<file path="src/rtl/wb_arbiter_if.sv">
// Bus bundle for wb_arbiter: ALU offer, load issue/response, register-file write port.
// Optional WB_FAULT_CAPTURE_EN adds fault_clr, fault_sticky and fault_rd.
interface wb_arbiter_if;
   logic        alu_valid;
   logic [4:0]  alu_rd;
   logic [31:0] alu_result;
   logic        alu_ready;
   logic        ld_issue_valid;
   logic [4:0]  ld_issue_rd;
   logic [2:0]  ld_issue_funct3;
   logic [1:0]  ld_issue_off;
   logic        ld_issue_ready;
   logic        ld_rsp_valid;
   logic [31:0] ld_rsp_data;
   logic        ld_rsp_fault;
   logic        rg_wrt_en;
   logic [4:0]  rg_wrt_addr;
   logic [31:0] rg_wrt_data;
   logic [31:0] busy_mask;
   logic        ld_fault;
   logic        proto_err;
`ifdef WB_FAULT_CAPTURE_EN
   logic        fault_clr;
   logic        fault_sticky;
   logic [4:0]  fault_rd;

   modport slave (
      input  alu_valid, alu_rd, alu_result, ld_issue_valid, ld_issue_rd, ld_issue_funct3,
             ld_issue_off, ld_rsp_valid, ld_rsp_data, ld_rsp_fault, fault_clr,
      output alu_ready, ld_issue_ready, rg_wrt_en, rg_wrt_addr, rg_wrt_data, busy_mask,
             ld_fault, proto_err, fault_sticky, fault_rd
   );
   modport master (
      output alu_valid, alu_rd, alu_result, ld_issue_valid, ld_issue_rd, ld_issue_funct3,
             ld_issue_off, ld_rsp_valid, ld_rsp_data, ld_rsp_fault, fault_clr,
      input  alu_ready, ld_issue_ready, rg_wrt_en, rg_wrt_addr, rg_wrt_data, busy_mask,
             ld_fault, proto_err, fault_sticky, fault_rd
   );
`else
   modport slave (
      input  alu_valid, alu_rd, alu_result, ld_issue_valid, ld_issue_rd, ld_issue_funct3,
             ld_issue_off, ld_rsp_valid, ld_rsp_data, ld_rsp_fault,
      output alu_ready, ld_issue_ready, rg_wrt_en, rg_wrt_addr, rg_wrt_data, busy_mask,
             ld_fault, proto_err
   );
   modport master (
      output alu_valid, alu_rd, alu_result, ld_issue_valid, ld_issue_rd, ld_issue_funct3,
             ld_issue_off, ld_rsp_valid, ld_rsp_data, ld_rsp_fault,
      input  alu_ready, ld_issue_ready, rg_wrt_en, rg_wrt_addr, rg_wrt_data, busy_mask,
             ld_fault, proto_err
   );
`endif
endinterface

</file>
<file path="src/rtl/wb_arbiter.sv">
// Writeback arbiter: load responses (matched against an in-order pending-load FIFO) beat
// stallable ALU results onto the register-file write port. Macro WB_FAULT_CAPTURE_EN adds fault capture.
module wb_arbiter #(
   parameter int LQ_DEPTH = 4
) (
   input logic        clk,
   input logic        reset,
   wb_arbiter_if.slave bus
);
   localparam int PW = $clog2(LQ_DEPTH);
   localparam int CW = PW + 1;

   typedef struct packed {
      logic [4:0] rd;
      logic [2:0] funct3;
      logic [1:0] off;
   } lq_entry_t;

   lq_entry_t          lq_q [LQ_DEPTH];
   lq_entry_t          lq_d [LQ_DEPTH];
   logic [PW-1:0]      wr_ptr_q, wr_ptr_d, rd_ptr_q, rd_ptr_d;
   logic [CW-1:0]      count_q, count_d;
   logic               rg_wrt_en_q, rg_wrt_en_d;
   logic [4:0]         rg_wrt_addr_q, rg_wrt_addr_d;
   logic [31:0]        rg_wrt_data_q, rg_wrt_data_d;
   logic               ld_fault_q, ld_fault_d;
   logic               proto_err_q, proto_err_d;

   lq_entry_t          head;
   logic               lq_empty, lq_full, push, pop;
   logic [31:0]        busy;

   function automatic logic [31:0] fmt_load(logic [31:0] d, logic [2:0] f3, logic [1:0] off);
      logic [31:0] sh;
      sh = d >> {off, 3'b000};
      case (f3)
         3'b000:  fmt_load = {{24{sh[7]}}, sh[7:0]};
         3'b001:  fmt_load = {{16{sh[15]}}, sh[15:0]};
         3'b100:  fmt_load = {24'h0, sh[7:0]};
         3'b101:  fmt_load = {16'h0, sh[15:0]};
         default: fmt_load = d;
      endcase
   endfunction

   assign head     = lq_q[rd_ptr_q];
   assign lq_empty = (count_q == '0);
   assign lq_full  = (count_q == CW'(LQ_DEPTH));
   // A response with nothing queued never pops, so it does not steal the port from the ALU.
   assign pop      = bus.ld_rsp_valid && !lq_empty;
   assign push     = bus.ld_issue_valid && !lq_full;

   assign bus.alu_ready      = !pop;
   assign bus.ld_issue_ready = !lq_full;
   assign bus.rg_wrt_en      = rg_wrt_en_q;
   assign bus.rg_wrt_addr    = rg_wrt_addr_q;
   assign bus.rg_wrt_data    = rg_wrt_data_q;
   assign bus.ld_fault       = ld_fault_q;
   assign bus.proto_err      = proto_err_q;
   assign bus.busy_mask      = busy;

   // Slot i is live when its distance from the read pointer is below the count.
   always_comb begin
      busy = '0;
      for (int i = 0; i < LQ_DEPTH; i++) begin
         if (CW'(i) < count_q)
            busy[lq_q[rd_ptr_q + PW'(i)].rd] = 1'b1;
      end
      busy[0] = 1'b0;
   end

   always_comb begin
      lq_d          = lq_q;
      wr_ptr_d      = wr_ptr_q;
      rd_ptr_d      = rd_ptr_q;
      count_d       = count_q + CW'(push) - CW'(pop);
      rg_wrt_en_d   = 1'b0;
      rg_wrt_addr_d = rg_wrt_addr_q;
      rg_wrt_data_d = rg_wrt_data_q;
      ld_fault_d    = 1'b0;
      proto_err_d   = bus.ld_rsp_valid && lq_empty;

      if (push) begin
         lq_d[wr_ptr_q] = '{rd: bus.ld_issue_rd, funct3: bus.ld_issue_funct3, off: bus.ld_issue_off};
         wr_ptr_d       = wr_ptr_q + PW'(1);
      end

      if (pop) begin
         rd_ptr_d = rd_ptr_q + PW'(1);
         if (bus.ld_rsp_fault) begin
            ld_fault_d = 1'b1;
         end else if (head.rd != 5'd0) begin
            rg_wrt_en_d   = 1'b1;
            rg_wrt_addr_d = head.rd;
            rg_wrt_data_d = fmt_load(bus.ld_rsp_data, head.funct3, head.off);
         end
      end else if (bus.alu_valid && bus.alu_rd != 5'd0) begin
         rg_wrt_en_d   = 1'b1;
         rg_wrt_addr_d = bus.alu_rd;
         rg_wrt_data_d = bus.alu_result;
      end
   end

   always_ff @(posedge clk or posedge reset) begin
      if (reset) begin
         for (int i = 0; i < LQ_DEPTH; i++) lq_q[i] <= '0;
         wr_ptr_q      <= '0;
         rd_ptr_q      <= '0;
         count_q       <= '0;
         rg_wrt_en_q   <= 1'b0;
         rg_wrt_addr_q <= '0;
         rg_wrt_data_q <= '0;
         ld_fault_q    <= 1'b0;
         proto_err_q   <= 1'b0;
      end else begin
         lq_q          <= lq_d;
         wr_ptr_q      <= wr_ptr_d;
         rd_ptr_q      <= rd_ptr_d;
         count_q       <= count_d;
         rg_wrt_en_q   <= rg_wrt_en_d;
         rg_wrt_addr_q <= rg_wrt_addr_d;
         rg_wrt_data_q <= rg_wrt_data_d;
         ld_fault_q    <= ld_fault_d;
         proto_err_q   <= proto_err_d;
      end
   end

`ifdef WB_FAULT_CAPTURE_EN
   logic       fault_sticky_q, fault_sticky_d;
   logic [4:0] fault_rd_q, fault_rd_d;

   // A clear and a new fault in the same cycle leave the new fault captured.
   always_comb begin
      fault_sticky_d = fault_sticky_q;
      fault_rd_d     = fault_rd_q;
      if (bus.fault_clr) begin
         fault_sticky_d = 1'b0;
         fault_rd_d     = '0;
      end
      if (pop && bus.ld_rsp_fault && (!fault_sticky_q || bus.fault_clr)) begin
         fault_sticky_d = 1'b1;
         fault_rd_d     = head.rd;
      end
   end

   always_ff @(posedge clk or posedge reset) begin
      if (reset) begin
         fault_sticky_q <= 1'b0;
         fault_rd_q     <= '0;
      end else begin
         fault_sticky_q <= fault_sticky_d;
         fault_rd_q     <= fault_rd_d;
      end
   end

   assign bus.fault_sticky = fault_sticky_q;
   assign bus.fault_rd     = fault_rd_q;
`endif
endmodule

</file>
<file path="src/flat_wrapper.sv">
// flat-port wrapper written by rule: the top's interface ports become plain ports
module wb_arbiter_flat 
#(
   parameter int LQ_DEPTH = 4
)
  (clk, reset, bus_alu_valid, bus_alu_rd, bus_alu_result, bus_ld_issue_valid, bus_ld_issue_rd, bus_ld_issue_funct3, bus_ld_issue_off, bus_ld_rsp_valid, bus_ld_rsp_data, bus_ld_rsp_fault, bus_alu_ready, bus_ld_issue_ready, bus_rg_wrt_en, bus_rg_wrt_addr, bus_rg_wrt_data, bus_busy_mask, bus_ld_fault, bus_proto_err);
  wb_arbiter_if bus_i ();
  input logic clk;
  input logic reset;
  input wire logic [$bits(bus_i.alu_valid)-1:0] bus_alu_valid;
  input wire logic [$bits(bus_i.alu_rd)-1:0] bus_alu_rd;
  input wire logic [$bits(bus_i.alu_result)-1:0] bus_alu_result;
  input wire logic [$bits(bus_i.ld_issue_valid)-1:0] bus_ld_issue_valid;
  input wire logic [$bits(bus_i.ld_issue_rd)-1:0] bus_ld_issue_rd;
  input wire logic [$bits(bus_i.ld_issue_funct3)-1:0] bus_ld_issue_funct3;
  input wire logic [$bits(bus_i.ld_issue_off)-1:0] bus_ld_issue_off;
  input wire logic [$bits(bus_i.ld_rsp_valid)-1:0] bus_ld_rsp_valid;
  input wire logic [$bits(bus_i.ld_rsp_data)-1:0] bus_ld_rsp_data;
  input wire logic [$bits(bus_i.ld_rsp_fault)-1:0] bus_ld_rsp_fault;
  output wire logic [$bits(bus_i.alu_ready)-1:0] bus_alu_ready;
  output wire logic [$bits(bus_i.ld_issue_ready)-1:0] bus_ld_issue_ready;
  output wire logic [$bits(bus_i.rg_wrt_en)-1:0] bus_rg_wrt_en;
  output wire logic [$bits(bus_i.rg_wrt_addr)-1:0] bus_rg_wrt_addr;
  output wire logic [$bits(bus_i.rg_wrt_data)-1:0] bus_rg_wrt_data;
  output wire logic [$bits(bus_i.busy_mask)-1:0] bus_busy_mask;
  output wire logic [$bits(bus_i.ld_fault)-1:0] bus_ld_fault;
  output wire logic [$bits(bus_i.proto_err)-1:0] bus_proto_err;
  assign bus_i.alu_valid = bus_alu_valid;
  assign bus_i.alu_rd = bus_alu_rd;
  assign bus_i.alu_result = bus_alu_result;
  assign bus_i.ld_issue_valid = bus_ld_issue_valid;
  assign bus_i.ld_issue_rd = bus_ld_issue_rd;
  assign bus_i.ld_issue_funct3 = bus_ld_issue_funct3;
  assign bus_i.ld_issue_off = bus_ld_issue_off;
  assign bus_i.ld_rsp_valid = bus_ld_rsp_valid;
  assign bus_i.ld_rsp_data = bus_ld_rsp_data;
  assign bus_i.ld_rsp_fault = bus_ld_rsp_fault;
  assign bus_alu_ready = bus_i.alu_ready;
  assign bus_ld_issue_ready = bus_i.ld_issue_ready;
  assign bus_rg_wrt_en = bus_i.rg_wrt_en;
  assign bus_rg_wrt_addr = bus_i.rg_wrt_addr;
  assign bus_rg_wrt_data = bus_i.rg_wrt_data;
  assign bus_busy_mask = bus_i.busy_mask;
  assign bus_ld_fault = bus_i.ld_fault;
  assign bus_proto_err = bus_i.proto_err;
  wb_arbiter #(.LQ_DEPTH(LQ_DEPTH)) u_core (.clk(clk), .reset(reset), .bus(bus_i));
endmodule
</file>
<file path="config.mk">
export PLATFORM = sky130hd
export DESIGN_NAME = wb_arbiter_flat
export DESIGN_NICKNAME = d
export VERILOG_FILES = /design/src/rtl/wb_arbiter_if.sv /design/src/rtl/wb_arbiter.sv /design/src/flat_wrapper.sv
export SDC_FILE = /design/constraint.sdc
export NUM_CORES = 1
export LEC_CHECK = 0
export ABC_CLOCK_PERIOD_IN_PS = 2900
export CAP_MARGIN = 10
export CORE_MARGIN = 2
export CORE_UTILIZATION = 40
export DETAILED_ROUTE_END_ITERATION = 8
export HOLD_SLACK_MARGIN = 0.06
export PLACE_DENSITY = 0.72
export SYNTH_ARGS = -nofsm -noshare
export SYNTH_HDL_FRONTEND = slang
export SYNTH_SLANG_ARGS = --single-unit
</file>
<file path="constraint.sdc">
create_clock -name clk -period 2.9 [get_ports clk]
set_clock_uncertainty 0.1 [all_clocks]
set_input_delay 0.29 -clock clk [delete_from_list [all_inputs] [get_ports clk]]
set_output_delay 0.29 -clock clk [all_outputs]
set_load 0.03 [all_outputs]
</file>
* After elaboration in Yosys (flattened, before gate mapping)
Cells that the tools add are included.
** Operators by class
- Add/subtract/negate cells :: 6
- $lt $le $gt $ge :: 18
- Eq/ne operators :: 6
- Shift-type cells :: 1
- Multiplexer cells :: 42
- Bitwise gates (word level) :: 8
- Reductions and logical operators :: 18
** Operators with widths (number)
- $mux W32 :: 8
- $pmux W32 S4 :: 1
- $or A32 B32 Y32 :: 3
- $mux W10 :: 9
- $bmux W10 S2 :: 4
- $bwmux W40 :: 1
- $shr A32 B5 Y16 :: 1
- $lt A5 B6 Y1 const B :: 4
- $demux W1 S5 :: 4
- $demux W10 S2 :: 1
- $ge A5 B1 Y1 const B :: 4
- $mux W5 :: 4
- $ge A3 B3 Y1 const B :: 5
- $not A2 Y3 :: 5
- $mux W1 :: 10
- $reduce_bool A5 Y1 :: 2
- $eq A3 B3 Y1 const B :: 3
- $logic_and A1 B1 Y1 :: 9
- $logic_not A3 Y1 :: 2
- $lt A1 B3 Y1 const A :: 2
- $lt A2 B3 Y1 const A :: 2
- $add A2 B1 Y2 const B :: 2
- $add A2 B2 Y2 const B :: 2
- $ne A2 B2 Y1 const B :: 2
- 7 further kinds :: 9
** Storage, ports and cells
- Register bits :: 87
- Input bits :: 85
- Output and inout port bits :: 74
- Word-level logic and storage cells :: 119

* Depth between registers and ports, before layout
- Depth after elaboration :: 15
- Mapped depth :: 9
- Mapped depth without buffers :: 7

* Least setup slack after synthesis
No wires, ideal clock.
- Kind :: reg-to-output
- Start point :: reg u_core.rd_ptr_q[0]
- End point :: out bus_busy_mask[13]
- Arrival :: 2.215 ns
- Required time :: 2.510 ns
- Path slack :: 0.295 ns
- Stages on the path, launching flop included :: 7
- Buffers on the path :: 2
- Path through :: dfrtp_1 > buf_6 > buf_6 > mux4_2 > nand2b_1 > or2_2 > o211ai_1
** On the way
- Cells in the longest elaborated chain, start to end :: 15
- Elaborated cells between the ends (all ways) :: 46
- Classes of those cells :: add/sub (3); order compare (8); mux (24); bitwise (7); reduce/logical (4)
** RTL lines
- start: declaration :: line wb_arbiter.sv:21 : logic [PW-1:0] wr_ptr_q, wr_ptr_d, rd_ptr_q, rd_ptr_d;
- start signal: assignment :: line wb_arbiter.sv:117 : rd_ptr_q <= rd_ptr_d;
- $add A2 B1 Y2 / $not A2 Y3 (equally long branches) :: line wb_arbiter.sv:66 : busy[lq_q[rd_ptr_q + PW'(i)].rd] = 1'b1;
- $not A2 Y3 (not written as such) / $bmux W10 S2 (equally long branches) :: line wb_arbiter.sv:66
- $bmux W10 S2 / $mux W10 (equally long branches) :: line wb_arbiter.sv:66
- $mux W10 (not written as such) :: line wb_arbiter.sv:66
- $mux W10 (not written as such), or another cell as far along :: line wb_arbiter.sv:66
- $lt A5 B6 Y1 (not written as such), or another cell as far along :: line wb_arbiter.sv:66
- $logic_and A1 B1 Y1 (not written as such) / $mux W1 (equally long branches) :: line wb_arbiter.sv:66
- $mux W1 (not written as such) / $demux W1 S5 (equally long branches)
- $demux W1 S5 / $mux W32 (equally long branches)
- $or A32 B32 Y32 (no source line)
- $mux W32 :: line wb_arbiter.sv:65 : if (CW'(i) < count_q)
- $or A32 B32 Y32 (no source line)
- $mux W32 :: line wb_arbiter.sv:65
- $or A32 B32 Y32 (no source line)
- $mux W32 * :: line wb_arbiter.sv:65
- end: declaration :: line flat_wrapper.sv:25 : output wire logic [$bits(bus_i.busy_mask)-1:0] bus_busy_mask;
Mark *: on every way between the ends. The rest lies on a longest branch, timed or not. The select of a mux whose other input is x is not followed.

* Final worst setup path
- Start point :: reg u_core.rd_ptr_q[0]
- End point :: out bus_busy_mask[3]
The elaborated chain is that of the path after synthesis.

==> out/metrics.csv <==
metric,value,unit
outcome,finished with violations,
violations,setup timing,
num_io_pins,159,
first_iter_violations,519,
layout.nets,881,
wl,21200,µm
fill_cells,1189,
timing.final.hold_violations,0,
viasPerCell,6.00,
cts_tree,yes,
final-seq-area,2180,µm²
finalCriticalPeriod,2.94,ns
dpl.cell_count,934,
hpwl,16100,µm
synthFlopType,dfrtp_1,
grt_pass1_vias,5769,
synth_area_per_cell,10.2,µm²
first_pass_iters,5,
yosysTopAreaCell,dfrtp_1,
drive_above_1_share,0.330,
grt-ovfl-total,0,
critPathMostFrequentCell,buf_6,
n_antenna_cell,0,
worstSetupPathType,reg2out,
gp_congestion,0.918,
clock_latency,0.35,ns
synth-seq-area-share,0.362,
cp.required,2.51,ns
grt_pass1_wl,32300,µm
cap_violations,0,
setup_viol,3,
startpoint,u_core.rd_ptr_q[0],
multi_input_area,3930,µm²
synthTopCellsByArea,"dfrtp_1, mux2_2, mux4_2",
maxSlewHeadroom,0.509,
crit_chain,buf_12 > mux4_2 > buf_6 > or3_4 > o32ai_1 > a221o_1 > buf_6,
fp-row-count,44,
vias,5855,
synthCells,591,
max_stage_delay,0.53,ns
synth_enable_flop_cells,0,
period_share,1.02,
cts_buffers,9,
synth-seq-cells,87,
grt_max_degree,50,
yosysUniqueCellTypes,62,
initial_core_util,0.412,
slowest_stage,mux4_2,
cp.arrival,2.55,ns
area_delta_synth_final,46.1,%
die-area,16000,µm²
syn_nets,685,
dieWidth,127,µm
antenna_found_initial,0,
endpoint_kind,output port,
cts-htree-levels,3,
yosys_warnings,0,
setup_ws,-0.0439,ns
die_y,127,µm
clkTransAtPathRegs,0.06,ns
crit_path_start_kind,flop,
drt-wirelength-per-cell,21.7,µm
port_buffers,157,
grt_use_total,0.257,
hold_class,in2async,
core_area,14600,µm²
path_max_fanout,10,
critical_path.top_delay_family,multiplexers,
drcViolationCount,0,
ant_nets,0,
finalMaxSlewViolations,0,
fmax,340,MHz
clockBufferDepth,2,
place_ws,-0.00982,ns
critPathBufInv,3,
rr_startpoint,u_core.rd_ptr_q[0],
rsz0062_at_grt,true,
tightestPinTransition,0.735,ns
synth_top_area_frac,0.362,
netlist_area,6010,µm²
ys_async_sr_fraction,1.00,
setup_tns,-0.0941,ns
stdcell_count,976,
clkSinkCount,87,
cts_root_buffer,clkbuf_16,
==> stage by stage <==
step	utilization	hold slack [ns]	cell area, µm²
floorplan	-	0.319	6010
CTS	0.569	0.273	8310
global route	0.601	0.328	8770
finish	0.601	0.254	8770
detailed placement	0.537	0.385	7830
global placement	0.537	0.365	7830
==> synthesized netlist by cell type, types with 5 or more instances <==
cell	instances
a22o_1	7
and3_1	5
o22ai_1	22
o21ai_0	22
o221ai_1	11
buf_4	6
a222oi_1	7
o21ai_1	21
ha_1	8
dfrtp_1	87
buf_6	7
a31oi_1	5
a221o_1	17
or2_2	5
nand2b_1	12
mux2i_1	12
nand2_1	53
a22oi_1	12
clkbuf_1	9
buf_2	8
and2_1	10
mux2_2	47
inv_1	14
mux4_2	22
nor3_1	6
nand3b_1	24
nand3_1	8
a21oi_1	31
nor2_1	32
a21oi_2	10
nor2b_1	10
==> final timing paths <==
| kind | cells past startpoint | slack (ns) | end |
|---|---|---|---|
| max | 7 | -0.04 | bus_busy_mask[3] |
| min | 2 | 0.25 | u_core.bus.rg_wrt_data[2] |
| max reg2reg | 8 | 0.13 | u_core.bus.rg_wrt_data[23] |
| min reg2reg | 2 | 0.39 | u_core.bus.rg_wrt_data[2] |
| max in group asynchronous | 3 | 1.73 | u_core.rd_ptr_q[0] |
| min in group clk | 2 | 0.39 | u_core.bus.rg_wrt_data[2] |
==> metal layers <==
layer / routed length, µm / GRT usage / part of all wire / vias to the layer above
met1: 9500 / 0.372 / 0.45 / 2915
met3: 1400 / 0.0481 / 0.066 / 29
li1: - / - / - / 2655
met4: 311 / 0.0698 / 0.015 / 0
met2: 9970 / 0.399 / 0.47 / 256
met5: 0 / 0 / 0 / -
==> cell type report <==
class                      instances  area share
multi-input combinational        456       0.448
inverter                          16     0.00813
clock buffer                      11      0.0265
clock inverter                     5     0.00471
tap                              184      0.0262
sequential                        87       0.248
timing repair buffer             217       0.238
==> flip-flops by register name (all words and copies together), names as in the netlist <==
name                    count
u_core.bus.ld_fault         1
u_core.count_q              3
u_core.wr_ptr_q             2
u_core.bus.rg_wrt_addr      5
u_core.bus.rg_wrt_en        1
u_core.bus.proto_err        1
u_core.bus.rg_wrt_data     32
u_core.rd_ptr_q             2
u_core.lq_q                40
==> worst reg2reg max path: cells and delay by family (launching register included) <==
kind                   cells  cell delay, ns
AOI/OAI and AO/OA          3            0.59
muxes                      1            0.61
and+or+nand+nor            1            0.23
DFF                        1            0.46
buffers and inverters      3            0.72
==> layout by cell type (no fill, tap or decap), types with 10 or more instances in the layout <==
master | netlist | routed
mux2i_1 | 12 | 10
nand2_1 | 53 | 47
inv_1 | 14 | 12
nor2_1 | 32 | 28
buf_6 | 7 | 20
o21ai_1 | 21 | 22
nand3b_1 | 24 | 24
mux4_2 | 22 | 22
buf_4 | 6 | 64
o22ai_1 | 22 | 19
clkbuf_16 | 0 | 10
mux2_2 | 47 | 45
a21oi_2 | 10 | 10
clkdlybuf4s50_1 | 0 | 126
o21ai_0 | 22 | 21
a21oi_1 | 31 | 31
dfrtp_1 | 87 | 85
a221o_1 | 17 | 17
==> kinds of logic after synthesis <==
logic type      after synthesis  share of synthesized area
other cells                   1                   0.000624
flops                        87                      0.362
buf+inv                      48                     0.0446
fa+ha+maj                     9                     0.0200
compound gates              182                      0.215
mux                          82                      0.193
simple gates                178                      0.159
xor+xnor                      4                    0.00583
==> repair_timing <==
| item | 4_1_cts | 5_1_grt |
|---|---|---|
| hold buffers | 0 | 0 |
| gates cloned | 1 | 1 |
| endpoints found under the setup margin | 30 | 55 |
| pin swaps | 1 | 11 |
| setup buffers | 5 | 20 |
| gates resized for setup | 36 | 77 |
Power is not shown: default switching activity piles up to over one toggle a cycle in this logic, so the estimate is an artifact.
